===== config.mk =====
export PLATFORM = sky130hd
export DESIGN_NAME = clock_divider_prog
export DESIGN_NICKNAME = d
export VERILOG_FILES = /design/src/rtl/clock_divider_prog.sv
export SDC_FILE = /design/constraint.sdc
export NUM_CORES = 1
export LEC_CHECK = 0
export ABC_AREA = 1
export CAP_MARGIN = 20
export CORE_UTILIZATION = 35
export DETAILED_ROUTE_END_ITERATION = 12
export PLACE_DENSITY = 0.57
export SLEW_MARGIN = 40
export SYNTH_ARGS = -nofsm -noshare
export SYNTH_HDL_FRONTEND = slang
export SYNTH_SLANG_ARGS = --single-unit
export TNS_END_PERCENT = 30

===== constraint.sdc =====
create_clock -name clk_50 -period 3.94 [get_ports clk_50]
set_input_delay 0.394 -clock clk_50 [delete_from_list [all_inputs] [get_ports clk_50]]
set_output_delay 0.394 -clock clk_50 [all_outputs]
set_load 0.02 [all_outputs]

===== src/rtl/clock_divider_prog.sv =====
// clock_divider_prog: N_CH programmable clock dividers producing near-50% clock levels and
// period-start ticks; new divisors apply at the next period start.
module clock_divider_prog #(
    parameter int N_CH        = 4,
    parameter int WIDTH       = 16,
    parameter int DEFAULT_DIV = 2
) (
    input  logic                    clk_50,
    input  logic                    rst_n,
    input  logic                    en,
    input  logic [N_CH*WIDTH-1:0]   div_in,
    input  logic                    div_load,
    output logic [N_CH-1:0]         clk_out,
    output logic [N_CH-1:0]         tick,
    output logic                    load_busy
);
    logic [N_CH-1:0] pend_v;
    logic            load_busy_q;
    genvar c;
    for (c = 0; c < N_CH; c++) begin : g_ch
        logic [WIDTH-1:0] cnt_q, cnt_d, cur_q, cur_d, pdiv_q, pdiv_d;
        logic [WIDTH-1:0] sl, nd, half, cnt_inc;
        logic             pend_q, pend_d, clk_q, clk_d, tick_q, tick_d, act, last;
        assign sl      = div_in[c*WIDTH +: WIDTH];
        assign nd      = pend_q ? pdiv_q : cur_q;
        assign half    = (cur_q >> 1) + WIDTH'(cur_q[0]);
        assign cnt_inc = cnt_q + WIDTH'(1);
        assign last    = cnt_q == cur_q - WIDTH'(1);
        // Every running cycle has either cnt != 0 or (cycle 0) a high clock level
        assign act     = clk_q | (cnt_q != '0);
        always_comb begin
            cnt_d  = '0;
            cur_d  = cur_q;
            pdiv_d = pdiv_q;
            pend_d = pend_q;
            clk_d  = 1'b0;
            tick_d = 1'b0;
            if (!en || cur_q == '0) begin
                cur_d  = div_load ? sl : nd;
                pend_d = 1'b0;
            end else if (!act || last) begin
                cur_d  = nd;
                pend_d = div_load;
                pdiv_d = div_load ? sl : pdiv_q;
                clk_d  = nd != '0;
                tick_d = nd != '0;
            end else begin
                cnt_d  = cnt_inc;
                clk_d  = cnt_inc < half;
                pend_d = pend_q | div_load;
                pdiv_d = div_load ? sl : pdiv_q;
            end
        end
        always_ff @(posedge clk_50 or negedge rst_n) begin
            if (!rst_n) begin
                cnt_q  <= '0;
                cur_q  <= WIDTH'(DEFAULT_DIV);
                pdiv_q <= '0;
                pend_q <= 1'b0;
                clk_q  <= 1'b0;
                tick_q <= 1'b0;
            end else begin
                cnt_q  <= cnt_d;
                cur_q  <= cur_d;
                pdiv_q <= pdiv_d;
                pend_q <= pend_d;
                clk_q  <= clk_d;
                tick_q <= tick_d;
            end
        end
        assign clk_out[c] = clk_q;
        assign tick[c]    = tick_q;
        assign pend_v[c]  = pend_d;
    end
    always_ff @(posedge clk_50 or negedge rst_n) begin
        if (!rst_n) load_busy_q <= 1'b0;
        else        load_busy_q <= |pend_v;
    end
    assign load_busy = load_busy_q;
endmodule


After elaboration in Yosys (flattened, before gate mapping)
Cells that the tools add are included.
Storage, ports and cells
  output and inout bits: 9
  flip-flop bits (word level): 205
  input bits: 68
Cells by class
  add/sub/neg operators: 12
  order comparisons: 4
  multiplexer cells: 48
  equality and inequality tests: 4
  bitwise logic cells: 12
  reduce and logical (&&, ||, !) cells: 34
Operators by type and width (number)
  $mux W16: 24
  $reduce_bool A16 Y1: 8
  $add A15 B1 Y16: 4
  $add A16 B1 Y16 const B: 4
  $eq A16 B16 Y1: 4
  $logic_not A16 Y1: 4
  $lt A16 B16 Y1: 4
  $sub A16 B1 Y16 const B: 4
  $mux W1: 24
  $logic_or A1 B1 Y1: 8
  $or A1 B1 Y1: 8
  $reduce_and A2 Y1: 4
  $reduce_bool A2 Y1: 4
  $logic_not A1 Y1: 5
  $not A1 Y1: 4
  $reduce_or A4 Y1: 1

Logic depth before layout (Yosys ltp)
Gate-level depths: netlist of run 1.
  depth after elaboration: 7
  depth in mapped cells: 22

Worst setup path after synthesis of run 1
Ideal clock, no wire load.
  path kind: reg-to-reg
  from: register g_ch[1].cur_q[1]
  to: register g_ch[1].clk_q
  slack: 1093 ps
  path buffers: 0
  stages on the path, launching flop included: 19
  required time: 3820 ps
  arrival time: 2727 ps
  setup time: 120 ps
  cell sequence: dfstp_2 -> ha_1 -> ha_1 -> nand2_1 -> nor3_1 -> nand2_1 -> nor3_1 -> nand2_1 -> nor2_1 -> nand2_1 -> xor2_1 -> ha_1 -> nand4_1 -> nor3_1 -> o21ai_0 -> nand2_1 -> nand2_1 -> o21ai_0 -> nor2_1
On the way
  cells in the longest elaborated chain, start to end: 5
Ends and longest elaborated chain
  from (decl): RTL line 21  | logic [WIDTH-1:0] cnt_q, cnt_d, cur_q, cur_d, pdiv_q, pdiv_d;
  from (signal assigned): RTL line 57  | cur_q <= WIDTH'(DEFAULT_DIV);
  from (signal assigned): RTL line 64  | cur_q <= cur_d;
  parallel branches: the longest is 4 deep, another holds $add A15 B1 Y16
  $mux W1 *: RTL line 38  | if (!en || cur_q == '0) begin
  named net g_ch[1].clk_d: RTL line 23  | logic pend_q, pend_d, clk_q, clk_d, tick_q, tick_d, act, last;
  to (signal assigned): RTL line 67  | clk_q <= clk_d;
  to (decl): RTL line 23
Mark *: on every way through the listed nets, which the timed path passes.
A chain may end at the register's enable or synchronous reset.

Worst setup path in the final report of run 1
Ends and elaborated chain as after synthesis.

==> impl_metrics.yaml, run 1 <==
status:
  status: "finished clean"
power_and_ir_drop:
  clock_network_fraction_of_total_power_pct: 33.0
  intPower_w: 0.00481
  vdd_drop_max_v: 0.000361
  power_density_nw_per_um2: 419
  switching_share_pct: 37.0
  static-leakage-power_nw: 8.85
  combPwrFrac_pct: 30.9
  pwr-share-seq_pct: 36.1
  totalPowerFinal_w: 0.00763
  net-switching-power_w: 0.00282
logic_synthesis:
  synthMostInstantiatedCell: "sky130_fd_sc_hd__nand2_1"
  synth-edff-count: 0
  synth_async_sr_flop_share_pct: 100
  ys_types: 47
  synthTopCellsByCount: "sky130_fd_sc_hd__nand2_1, sky130_fd_sc_hd__nor2_1, sky130_fd_sc_hd__inv_1"
  synthSimpleGateAreaFrac_pct: 31.1
  yosysTopAreaCell: "sky130_fd_sc_hd__dfrtp_1"
  synthesis.area_per_instance_um2: 7.05
  synth.mux.area_fraction_pct: 1.88
  synthAdderAreaFrac_pct: 6.20
  synth_area_leaders: "sky130_fd_sc_hd__dfrtp_1, sky130_fd_sc_hd__nand2_1, sky130_fd_sc_hd__nor2_1"
  postSynth.topFlopCell: "sky130_fd_sc_hd__dfrtp_1"
  synth_fp_nets: 2439
  synth_top_family_by_area: "simple AND/OR/NAND/NOR gates"
  synth_seq_cells: 205
  synth_seq_area_share_pct: 31.8
  synth_top_cell_area_share_pct: 31.1
  synthesized_area_fraction_occupied_by_xor_and_xnor_cells_pct: 7.10
  synthCells: 2291
  synth_compound_area_share_pct: 11.6
  synth.yosys.warnings: 0
  mappedNetlistArea_um2: 16200
clock_tree:
  clk_root_buffer_cell: "sky130_fd_sc_hd__clkbuf_16"
  cts_hold_buf: 1
  clk-insertion-delay-late_ps: 560
  ctsHtreeMaxLevel: 1
  cts_tree: "built"
  clock-sinks: 205
  post_cts_resized: 0
  ctsLongestPathBuffers: 3
  cts_setup_buffers: 0
  clk_transition_reported_paths_ps: 60
  numCtsBuffers: 26
worst_hold_path:
  holdCritPathClass: "primary input to asynchronous set/reset pin"
worst_setup_path:
  worst_path_slowest_cell: "sky130_fd_sc_hd__dfstp_2"
  worstSetupEndpointType: "flop"
  critPathMaxStageDelay_ps: 560
  start_kind: "flop"
  rr_endpoint: "g_ch[1].clk_q$_DFF_PN0_"
  reg2reg_depth: 18
  critPathMaxFanout: 4
  critical_path.reg2reg.startpoint: "g_ch[1].cur_q[1]$_DFFE_PN1P_"
  reg2reg_slack_ps: 680
  cp.arrival_ps: 3700
  critical-path-top-delay-family: "simple AND/OR/NAND/NOR gates"
  most_frequent_cell_on_critical_path: "sky130_fd_sc_hd__nand2_1"
  count_of_buffering_cells_on_the_critical_path_with_inverters_included: 0
  crit_required_ps: 4370
  timing_worst_setup_path_type: "flop to flop"
  startpoint: "g_ch[1].cur_q[1]$_DFFE_PN1P_"
  cp_cell_sequence: "ha_1, ha_1, nand2_1, nor3_1, nand2_1, nor3_1, nand2_1, nor2_1, nand2_1, xor2_1, ha_1, nand4_1, nor3_1, o21ai_0, nand2_1, nand2_1, o21ai_0, nor2_1"
timing:
  finalMaxSlewViolations: 0
  slew_hr_pct: 50.4
  rsz0062_at_grt: "false"
  report.final.setup_viol: 0
  skew_ps: 14.7
  finalCriticalPeriod_ps: 3260
  setup_total_negative_slack_ps: 0
  timing_worst_slew_pin_value_ps: 742
  finalCritPeriodShare_pct: 82.8
  max_clock_freq_mhz: 307
  finalHoldViolCount: 0
global_route:
  antenna_found_initial: 0
  grt_pass1_wl_um: 72500
  grtUsageTotal_pct: 18.8
  remaining_global_route_overflow: 0
  largest_net_degree_at_the_start_of_global_routing: 54
  first_global_vias: 14600
placed_design:
  dp_hpwl_um: 33700
  dpl-instance-area_um2: 17300
  final_weighted_congestion_in_routability_driven_placement: 0.920
  place.port_buffers: 76
floorplanning:
  floorplan.initialDensity_pct: 35.5
  std_cell_rows: 78
  num_io_pins: 77
  floorplan.die.height_um: 217
  design.core.area_um2: 45500
  die_area_um2: 47000
  die_w_um: 217
final_layout:
  number_of_antenna_diodes: 0
  finish.instance_area_um2: 18200
  post_route_cells_drive_above_1_share_pct: 9.47
  design.final.nets: 2474
  areaGrowthSynthToFinish_pct: 12.8
  fillerInstances: 4813
drt:
  routed_wl_um: 43100
  drt_iter0_markers: 787
  vias: 14600
  routed_via_density: 4.95
  drt_drc_violations_left: 0
  avgRoutedWirePerCell_um: 14.6
  drt_pass_1_iters: 5
  detail-route-antenna-nets: 0
job:
  cap_violations: 0
==> through the flow <==
stage	utilization, %	hold slack, ps	std cells	setup slack (ps)
4_1_cts	40.1	288	2945	709
2_1_floorplan	-	98.4	2291	1090
3_3_place_gp	37.9	493	2895	774
6_report	40.1	308	2945	678
3_5_place_dp	38.1	304	2897	733
5_1_grt	40.1	304	2945	356
==> kinds of logic after synthesis <==
family	Yosys count
adders and majority gates	80
buffers and inverters	393
AOI/OAI and AO/OA	332
xor gates and xnor gates	131
muxes	27
DFF	205
and+or+nand+nor	1123
==> state kept, by name, indices dropped and copies added, names as in the netlist <==
signal / flops
g_ch.clk_q: 4
g_ch.tick_q: 4
g_ch.cnt_q: 64
g_ch.cur_q: 64
load_busy: 1
g_ch.pend_q: 4
g_ch.pdiv_q: 64
==> cell type report <==
type	count	area, µm²	area share [%]
timing repair buffer	89	901	4.94
clock inverter	8	120	0.659
clock buffer	39	781	4.28
inverter	311	1170	6.41
multi-input combinational	1693	9360	51.4
tap	600	751	4.12
sequential	205	5140	28.2
==> power groups by stage <==
| stage | logic (W) | clock network (W) | registers (W) |
|---|---|---|---|
| after global placement | 0.00232 | 0 | 0.00279 |
| after global routing | 0.00271 | 0.00270 | 0.00281 |
| after CTS | 0.00238 | 0.00261 | 0.00276 |
| after floorplan | 0.00194 | 0 | 0.00258 |
| final | 0.00236 | 0.00252 | 0.00276 |
| after detailed placement | 0.00236 | 0 | 0.00280 |
==> how the worst max path moves through the flow <==
stage / end / depth (start not counted) / slack [ps]
after detailed placement: g_ch[1].clk_q$_DFF_PN0_ / 18 / 730
after floorplan: g_ch[1].clk_q$_DFF_PN0_ / 18 / 1090
after CTS: g_ch[1].clk_q$_DFF_PN0_ / 18 / 710
after global routing: g_ch[3].clk_q$_DFF_PN0_ / 18 / 360
final: g_ch[1].clk_q$_DFF_PN0_ / 18 / 680
after global placement: g_ch[1].clk_q$_DFF_PN0_ / 18 / 770
==> layout by cell type, fill, tap and decap left out, types with 6 or more instances in the layout <==
master / n
sky130_fd_sc_hd__nand2_1: 482
sky130_fd_sc_hd__nor2_1: 321
sky130_fd_sc_hd__inv_1: 300
sky130_fd_sc_hd__dfrtp_1: 197
sky130_fd_sc_hd__a21oi_1: 175
sky130_fd_sc_hd__xor2_1: 102
sky130_fd_sc_hd__o21ai_0: 98
sky130_fd_sc_hd__nand3_1: 96
sky130_fd_sc_hd__ha_1: 80
sky130_fd_sc_hd__clkdlybuf4s50_1: 74
sky130_fd_sc_hd__nand4_1: 59
sky130_fd_sc_hd__o21ai_2: 41
sky130_fd_sc_hd__nor3_1: 33
sky130_fd_sc_hd__nor2_2: 31
sky130_fd_sc_hd__xnor2_1: 29
sky130_fd_sc_hd__mux2_2: 27
sky130_fd_sc_hd__clkbuf_16: 27
sky130_fd_sc_hd__nor4_1: 26
sky130_fd_sc_hd__nand3b_1: 20
sky130_fd_sc_hd__nand2_2: 15
sky130_fd_sc_hd__buf_4: 10
sky130_fd_sc_hd__inv_2: 9
sky130_fd_sc_hd__nor3_2: 9
sky130_fd_sc_hd__nor2_4: 9
sky130_fd_sc_hd__o21ai_1: 6
sky130_fd_sc_hd__nand2_4: 6
sky130_fd_sc_hd__nor3b_1: 6
sky130_fd_sc_hd__clkbuf_1: 6
sky130_fd_sc_hd__clkbuf_8: 6
==> metal layers <==
layer  vias to the layer above  part of all wire, %  track usage, %  routed length, µm
met3                        70                  3.8            2.35               1650
met4                         0                  2.5            5.77               1070
met2                       230                   48            32.4              20500
met5                         -                    0               0                  0
li1                       7420                    -               -                  -
met1                      6865                   46            24.3              19900
==> worst register-to-register path: stages (launching register included) <==
cell	delay [ps]
sky130_fd_sc_hd__dfstp_2	560
sky130_fd_sc_hd__ha_1	170
sky130_fd_sc_hd__ha_1	180
sky130_fd_sc_hd__nand2_1	100
sky130_fd_sc_hd__nor3_1	320
sky130_fd_sc_hd__nand2_1	120
sky130_fd_sc_hd__nor3_1	280
sky130_fd_sc_hd__nand2_1	90
sky130_fd_sc_hd__nor2_1	170
sky130_fd_sc_hd__nand2_1	90
sky130_fd_sc_hd__xor2_1	150
sky130_fd_sc_hd__ha_1	300
sky130_fd_sc_hd__nand4_1	100
sky130_fd_sc_hd__nor3_1	150
sky130_fd_sc_hd__o21ai_0	100
sky130_fd_sc_hd__nand2_1	80
sky130_fd_sc_hd__nand2_1	50
sky130_fd_sc_hd__o21ai_0	80
sky130_fd_sc_hd__nor2_1	60
(Power assumes the default switching activity.)
==> inputs of run 2 (changes only) <==
==> constraint.sdc (replaced) <==
create_clock -name clk_50 -period 3.12 [get_ports clk_50]
set_input_delay 0.312 -clock clk_50 [delete_from_list [all_inputs] [get_ports clk_50]]
set_output_delay 0.312 -clock clk_50 [all_outputs]
set_load 0.02 [all_outputs]
==> run 2 against run 1 <==
Via count rose by 1.3%. Clock skew up 3.6 ps. Sequential power up 26%. Power increased by 24%. Sequential share of layout area shrank 0.72 points. Register-to-register slack lost 590 ps. Global-route usage down 0.29 points. Critical path type unchanged. Worst setup slack got worse by 590 ps. Final cell count up 1.1%. Hold slack better by 43 ps.
==> impl_metrics.yaml, run 2 (synthesized netlist as in run 1, its figures left out) <==
clock_tree:
  clk_transition_reported_paths_ps: 60
  ctsHtreeMaxLevel: 1
  cts_tree: "built"
  clock-sinks: 205
  clk_root_buffer_cell: "sky130_fd_sc_hd__clkbuf_16"
  ctsLongestPathBuffers: 3
  clk-insertion-delay-late_ps: 550
  numCtsBuffers: 25
floorplanning:
  num_io_pins: 77
  die_w_um: 217
  floorplan.die.height_um: 217
  std_cell_rows: 78
  design.core.area_um2: 45500
  die_area_um2: 47000
  floorplan.initialDensity_pct: 35.5
power_and_ir_drop:
  switching_share_pct: 38.0
  pwr-share-seq_pct: 36.7
  combPwrFrac_pct: 33.2
  static-leakage-power_nw: 9.02
  net-switching-power_w: 0.00360
  clock_network_fraction_of_total_power_pct: 30.0
  power_density_nw_per_um2: 506
  intPower_w: 0.00587
  vdd_drop_max_v: 0.000355
  totalPowerFinal_w: 0.00947
timing:
  timing_worst_slew_pin_value_ps: 741
  slew_hr_pct: 50.4
  worst_slack_setup_final_ps: 84.9
  hold-worst-slack_ps: 351
  skew_ps: 18.3
  finalMaxSlewViolations: 0
  max_clock_freq_mhz: 329
  rsz0062_at_grt: "true"
  finalHoldViolCount: 0
  setup_total_negative_slack_ps: 0
  finalCriticalPeriod_ps: 3040
  finalCritPeriodShare_pct: 97.3
  report.final.setup_viol: 0
final_layout:
  mostFrequentLayoutCell: "sky130_fd_sc_hd__nand2_1"
  areaGrowthSynthToFinish_pct: 15.8
  post_route_cells_drive_above_1_share_pct: 12.7
  number_of_antenna_diodes: 0
  reg_top3: "g_ch.cnt_q: 64 flops, g_ch.cur_q: 64 flops, g_ch.pdiv_q: 64 flops"
  finish.instance_area_um2: 18700
  ff_latch_area_um2: 5140
  multi_input_area_um2: 9680
  mostFrequentLayoutCells: "sky130_fd_sc_hd__nand2_1, sky130_fd_sc_hd__nor2_1, sky130_fd_sc_hd__inv_1"
  fillerInstances: 4770
  design.final.nets: 2507
worst_setup_path:
  critical_path.reg2reg.startpoint: "g_ch[2].cur_q[1]$_DFFE_PN1P_"
  worstSetupEndpointType: "flop"
  worst_path_slowest_cell: "sky130_fd_sc_hd__dfstp_2"
  start_kind: "flop"
  critical-path-top-delay-family: "simple AND/OR/NAND/NOR gates"
  critPathMaxFanout: 3
  cp_cell_sequence: "ha_4, ha_4, nand2_4, nor4_4, nand2_2, nor3_4, nand2_2, nor3_2, xor2_1, ha_1, nand4_1, nor3_2, o21ai_1, nand2_1, nand3_1, nand2_1, nor2_1"
  critPathMaxStageDelay_ps: 570
  reg2reg_slack_ps: 80
  cp.arrival_ps: 3460
  crit_required_ps: 3550
  reg2reg_depth: 17
  timing_worst_setup_path_type: "flop to flop"
  count_of_buffering_cells_on_the_critical_path_with_inverters_included: 0
  rr_endpoint: "g_ch[2].clk_q$_DFF_PN0_"
drt:
  drt_iter0_markers: 763
  detail-route-antenna-nets: 0
  routed_via_density: 4.96
  vias: 14800
  avgRoutedWirePerCell_um: 14.6
  drt_drc_violations_left: 0
  drt_pass_1_iters: 7
  routed_wl_um: 43400
placed_design:
  final_weighted_congestion_in_routability_driven_placement: 0.898
  dp_hpwl_um: 33900
  place.port_buffers: 76
  dpl-instance-area_um2: 17500
  place_ws_ps: -22.1
global_route:
  grtUsageTotal_pct: 18.5
  antenna_found_initial: 0
  largest_net_degree_at_the_start_of_global_routing: 85
  grt_pass1_wl_um: 71900
  remaining_global_route_overflow: 0
  first_global_vias: 14500
job:
  cap_violations: 0
status:
  status: "finished clean"
worst_hold_path:
  holdCritPathClass: "primary input to asynchronous set/reset pin"
run 2: cell types whose count changed in the layout (fill, tap and decap cells not counted), sizes merged:
cell           previous run  this run
buf                      14        47
clkbuf                   39        41
clkinvlp                  2         1
bufinv                    3         1
clkdlybuf4s50            74        75
clkinv                    5         4
inv                     309       310
run 2: what timing repair did:
action / CTS / global route
hold endpoints to repair: 78 / 0
buffers inserted: 0 / 14
pin swaps: 0 / 26
hold buffers: 1 / 0
resized for setup: 3 / 72
setup endpoints to repair: 3 / 4
run 2: power groups by stage:
stage	clock network (W)	logic (W)	registers, W
final	0.00284	0.00315	0.00348
after global routing	0.00307	0.00360	0.00354
after CTS	0.00295	0.00308	0.00346
after detailed placement	0	0.00305	0.00351
after global placement	0	0.00300	0.00350
after floorplan	0	0.00245	0.00326
run 2: through the flow:
step,std cells,utilization (%)
after CTS,2964,40.2
after global routing,2978,41.1
after floorplan,2291,-
after detailed placement,2917,38.4
after global placement,2917,38.4
final,2978,41.1
run 2: final cells by class:
cell class                      count  share of cell area (%)
Tap cell                          600                    4.01
Multi-Input combinational cell   1693                    51.7
Sequential cell                   205                    27.5
Clock inverter                      5                   0.321
Timing Repair Buffer              123                    6.26
Inverter                          311                    6.25
Clock buffer                       41                    3.93
run 2: metal layers:
| layer | up-vias | wire length, µm | track usage (%) |
|---|---|---|---|
| met3 | 67 | 1560 | 1.93 |
| li1 | 7490 | - | - |
| met5 | - | 0 | 0 |
| met4 | 0 | 956 | 5.02 |
| met1 | 6987 | 19900 | 24.2 |
| met2 | 226 | 21000 | 32.1 |
run 2: how the worst max path moves through the flow:
stage                                 startpoint                       to  cells past startpoint
floorplan           g_ch[1].cur_q[1]$_DFFE_PN1P_  g_ch[1].clk_q$_DFF_PN0_                     18
global placement    g_ch[1].cur_q[1]$_DFFE_PN1P_  g_ch[1].clk_q$_DFF_PN0_                     18
detailed placement  g_ch[2].cur_q[1]$_DFFE_PN1P_  g_ch[2].clk_q$_DFF_PN0_                     17
CTS                 g_ch[2].cur_q[1]$_DFFE_PN1P_  g_ch[2].clk_q$_DFF_PN0_                     17
global route        g_ch[0].cur_q[1]$_DFFE_PN1P_  g_ch[0].clk_q$_DFF_PN0_                     18
finish              g_ch[2].cur_q[1]$_DFFE_PN1P_  g_ch[2].clk_q$_DFF_PN0_                     17
run 2: worst register-to-register path: stages (launching register included):
cell	delay [ps]
sky130_fd_sc_hd__dfstp_2	570
sky130_fd_sc_hd__ha_4	150
sky130_fd_sc_hd__ha_4	140
sky130_fd_sc_hd__nand2_4	60
sky130_fd_sc_hd__nor4_4	340
sky130_fd_sc_hd__nand2_2	120
sky130_fd_sc_hd__nor3_4	220
sky130_fd_sc_hd__nand2_2	100
sky130_fd_sc_hd__nor3_2	180
sky130_fd_sc_hd__xor2_1	100
sky130_fd_sc_hd__ha_1	310
sky130_fd_sc_hd__nand4_1	140
sky130_fd_sc_hd__nor3_2	190
sky130_fd_sc_hd__o21ai_1	90
sky130_fd_sc_hd__nand2_1	70
sky130_fd_sc_hd__nand3_1	60
sky130_fd_sc_hd__nand2_1	60
sky130_fd_sc_hd__nor2_1	40
==> inputs of run 3 (changes only) <==
--- a/config.mk
+++ b/config.mk
@@ -9,7 +9,7 @@
 export CAP_MARGIN = 20
 export CORE_UTILIZATION = 35
 export DETAILED_ROUTE_END_ITERATION = 12
-export PLACE_DENSITY = 0.57
+export PLACE_DENSITY = 0.61
 export SLEW_MARGIN = 40
 export SYNTH_ARGS = -nofsm -noshare
 export SYNTH_HDL_FRONTEND = slang
==> run 3 against run 2 <==
Hold slack improved by 7.3 ps. Critical path depth rose by 1. Non-clock buffer count rose by 1. Register-to-register slack improved by 99 ps. Maximum frequency rose by 3.4%. Utilization rose by 0.50 points. Clock power rose by 14%. Sequential power barely moved. Flip-flop and latch count did not move. Largest cell class unchanged. Largest power group unchanged. Highest routed layer unchanged.
==> impl_metrics.yaml, run 3 (synthesized netlist as in run 1, its figures left out) <==
worst_setup_path:
  critPathMaxFanout: 3
  reg2reg_depth: 18
  worstSetupEndpointType: "flop"
  startpoint: "g_ch[1].cur_q[1]$_DFFE_PN1P_"
  cp.arrival_ps: 3360
  critical_path.reg2reg.startpoint: "g_ch[1].cur_q[1]$_DFFE_PN1P_"
  crit_required_ps: 3550
  start_kind: "flop"
  timing_worst_setup_path_type: "flop to flop"
timing:
  slew_hr_pct: 55.4
  finalCritPeriodShare_pct: 94.1
  report.final.setup_viol: 0
  setup_total_negative_slack_ps: 0
  finalHoldViolCount: 0
  rsz0062_at_grt: "true"
  timing_worst_slew_pin_value_ps: 669
  max_clock_freq_mhz: 341
  hold-worst-slack_ps: 359
  finalCriticalPeriod_ps: 2940
  finalMaxSlewViolations: 0
  worst_slack_setup_final_ps: 184
  skew_ps: 10.4
global_route:
  antenna_found_initial: 0
  remaining_global_route_overflow: 0
  grt_pass1_wl_um: 72400
  grtUsageTotal_pct: 18.8
  first_global_vias: 14300
  largest_net_degree_at_the_start_of_global_routing: 83
floorplanning:
  std_cell_rows: 78
  design.core.area_um2: 45500
  die_area_um2: 47000
  num_io_pins: 77
  floorplan.die.height_um: 217
  floorplan.initialDensity_pct: 35.5
  die_w_um: 217
clock_tree:
  cts_tree: "built"
  clk_root_buffer_cell: "sky130_fd_sc_hd__clkbuf_16"
  ctsLongestPathBuffers: 3
  clk_transition_reported_paths_ps: 60
  ctsHtreeMaxLevel: 1
  clock-sinks: 205
  clk-insertion-delay-late_ps: 550
  numCtsBuffers: 27
final_layout:
  mostFrequentLayoutCell: "sky130_fd_sc_hd__nand2_1"
  finish.instance_area_um2: 18900
  design.final.nets: 2510
  number_of_antenna_diodes: 0
  reg_top3: "g_ch.cnt_q: 64 flops, g_ch.cur_q: 64 flops, g_ch.pdiv_q: 64 flops"
  post_route_cells_drive_above_1_share_pct: 13.4
  mostFrequentLayoutCells: "sky130_fd_sc_hd__nand2_1, sky130_fd_sc_hd__nor2_1, sky130_fd_sc_hd__inv_1"
  areaGrowthSynthToFinish_pct: 17.2
  fillerInstances: 4723
power_and_ir_drop:
  static-leakage-power_nw: 9.16
  totalPowerFinal_w: 0.00988
  vdd_drop_max_v: 0.000447
  power_density_nw_per_um2: 522
placed_design:
  place_ws_ps: -23.4
  final_weighted_congestion_in_routability_driven_placement: 0.913
  dp_hpwl_um: 33900
  dpl-instance-area_um2: 17500
  place.port_buffers: 76
worst_hold_path:
  holdCritPathClass: "primary input to asynchronous set/reset pin"
status:
  status: "finished clean"
drt:
  vias: 14800
  routed_via_density: 4.95
  routed_wl_um: 43900
  drt_pass_1_iters: 5
  drt_drc_violations_left: 0
  avgRoutedWirePerCell_um: 14.7
  detail-route-antenna-nets: 0
  drt_iter0_markers: 730
job:
  cap_violations: 0
run 3: cell count changes in the layout (fill, tap and decap cells not counted), moves of 3 or more:
cell / before / now
sky130_fd_sc_hd__clkbuf_1: 11 / 7
sky130_fd_sc_hd__nand2_1: 478 / 474
sky130_fd_sc_hd__nand2_2: 19 / 23
sky130_fd_sc_hd__nor2_1: 312 / 307
sky130_fd_sc_hd__nor2_2: 38 / 42
sky130_fd_sc_hd__nor3_2: 19 / 16
sky130_fd_sc_hd__nor3_4: 5 / 9
run 3: metal layers:
layer  vias to the layer above  track usage (%)  share of wire (%)
li1                       7509                -                  -
met1                      6960             24.9                 46
met2                       234             32.0                 47
met3                        68             1.97                3.7
met4                         0             5.99                2.7
met5                         -                0                  0
run 3: final cells by class:
cell class	instances	area, µm²	share of cell area [%]
clock inverter	8	126	0.667
multi-input combinational	1693	9770	51.6
timing repair buffer	124	1180	6.22
inverter	311	1170	6.17
clock buffer	41	798	4.22
tap	600	751	3.96
sequential	205	5140	27.2
run 3: power breakdown:
group	switching, W	internal (W)
Sequential	0.000474	0.00299
Clock	0.00123	0.00201
Combinational	0.00198	0.00120
run 3: per-stage QoR:
| stage | std cells | utilization, % |
|---|---|---|
| 6_report | 2982 | 41.6 |
| 3_5_place_dp | 2915 | 38.4 |
| 2_1_floorplan | 2291 | - |
| 5_1_grt | 2982 | 41.6 |
| 3_3_place_gp | 2915 | 38.4 |
| 4_1_cts | 2965 | 40.5 |
run 3: what timing repair did:
item / CTS / global route
pin swaps: 0 / 30
setup buffers: 0 / 17
hold buffers: 1 / 0
hold endpoints to repair: 77 / 0
resized for setup: 2 / 93
setup endpoints to repair: 2 / 4
run 3: worst max-delay path, cell delays in order, from the launching register on:
cell                      delay, ps
sky130_fd_sc_hd__dfstp_2        550
sky130_fd_sc_hd__ha_4           140
sky130_fd_sc_hd__ha_4           130
sky130_fd_sc_hd__nand2_2         80
sky130_fd_sc_hd__nor3_4         240
sky130_fd_sc_hd__nand2_2        110
sky130_fd_sc_hd__nor3_4         180
sky130_fd_sc_hd__nand2_1         80
sky130_fd_sc_hd__nor2_2         140
sky130_fd_sc_hd__nand2_1         80
sky130_fd_sc_hd__xor2_1         150
sky130_fd_sc_hd__ha_1           320
sky130_fd_sc_hd__nand4_1        110
sky130_fd_sc_hd__nor3_1         140
sky130_fd_sc_hd__o21ai_0        100
sky130_fd_sc_hd__nand2_1         70
sky130_fd_sc_hd__nand2_1         40
sky130_fd_sc_hd__o21ai_0         80
sky130_fd_sc_hd__nor2_1          60
run 3: path summary, 6_finish.rpt:
check	end	slack, ps
setup reg to reg	g_ch[1].clk_q$_DFF_PN0_	180
max in group asynchronous	g_ch[1].cur_q[1]$_DFFE_PN1P_	1950
setup / recovery	g_ch[1].clk_q$_DFF_PN0_	180
hold / removal	g_ch[2].pdiv_q[6]$_DFFE_PN0P_	360
hold reg to reg	g_ch[0].cnt_q[0]$_DFF_PN0_	500
min in group clk_50	g_ch[3].pdiv_q[14]$_DFFE_PN0P_	380
==> variant, RTL diff (config.mk and constraints of run 2) <==
The parameter `N_CH` goes from 4 to 5.
--- a/src/rtl/clock_divider_prog.sv
+++ b/src/rtl/clock_divider_prog.sv
@@ -2,5 +2,5 @@
 // period-start ticks; new divisors apply at the next period start.
 module clock_divider_prog #(
-    parameter int N_CH        = 4,
+    parameter int N_CH        = 5,
     parameter int WIDTH       = 16,
     parameter int DEFAULT_DIV = 2
Interface: changed (resized clk_out, div_in and tick); port bits go from 77 to 95. The function was not compared with the original's and may differ.
==> variant against run 2 <==
- sequential cell count grew 51
- critical path type unchanged
- routed wire length grew 27%
- count of clock-buffer cells in the layout grew 7
- non-clock buffer count grew 17
- worst setup slack gained 0.011 ns
- sequential share of layout area grew 0.65 points
- synthesized cell count grew 23%
- largest cell class unchanged
- design area grew 22%
- power grew 46%
- synthesized area grew 24%
- critical endpoint is now g_ch[1].clk_q
==> variant: results (changes against run 2) <==
status=finished clean; average cell area after synthesis=7.08 um2 (+0.41%); worst reg2reg path depth=21 (+4); Worst Skew=0.00860 ns (-0.00969 ns); I/O Buffers=94 (+24%); Via density=4.94 (-0.42%); Worst Tran Pin Value=0.702 ns (-0.0393 ns); fin nets=3063 (+22%); Post-synth top cells=nand2_1 (556), inv_1 (409), nor2_1 (344); CTS buffer count=31 (+24%); Adder-Cell Fraction of Synth Area=0.0625 (+0.000547); Crit Path Max Fanout=4 (+1); DRT iter0 DRCs=1144 (+50%); largest registers=g_ch.cnt_q: 80 flops, g_ch.cur_q: 80 flops, g_ch.pdiv_q: 80 flops; detailed-router iteration count before antenna repair=5 (-2); via count=18100 (+22%); Cell variety after synth=54 (+15%); Filler Cell Count=5933 (+24%); syn nets=3011 (+23%); R2R Path End=g_ch[1].clk_q; leak pwr=11.1 nW (+23%); largest net degree at the start of global routing=80 (-5.9%); Post-Synth XOR/XNOR Area=0.0799 (+0.00886); Fin Hold WS=0.322 ns (-0.0293 ns); clock latency on the worst-skew pair=0.58 ns (+0.03 ns); synth top area cells=dfrtp_1 (31%), nand2_1 (10%), inv_1 (7.7%); post-synthesis mux area share=0 (-0.0188)
==> variant: cell types whose count changed in the layout (fill, tap and decap cells not counted), moves of 40 or more <==
cell	before	now
nand2_1	478	555
o211ai_1	1	54
o21ai_0	91	154
dfrtp_1	195	247
xor2_1	101	141
nand3_1	88	131
inv_1	297	408
==> variant: area by class of cell <==
class	count	area [um2]	area share
multi-input cells	2023	11500	0.502
flip-flops and latches	256	6420	0.281
inverters	427	1610	0.0705
repair buffers	140	1360	0.0595
clock buffers	48	960	0.0421
well taps	756	946	0.0415
clock inverters	6	60.1	0.00263
==> variant: metal layers <==
metal  wire [um]  track usage  up-vias
met2       24800        0.311      298
met5           0            0        -
li1            -            -     9198
met1       26700        0.268     8487
met3        2180       0.0209       73
met4        1530       0.0562        0
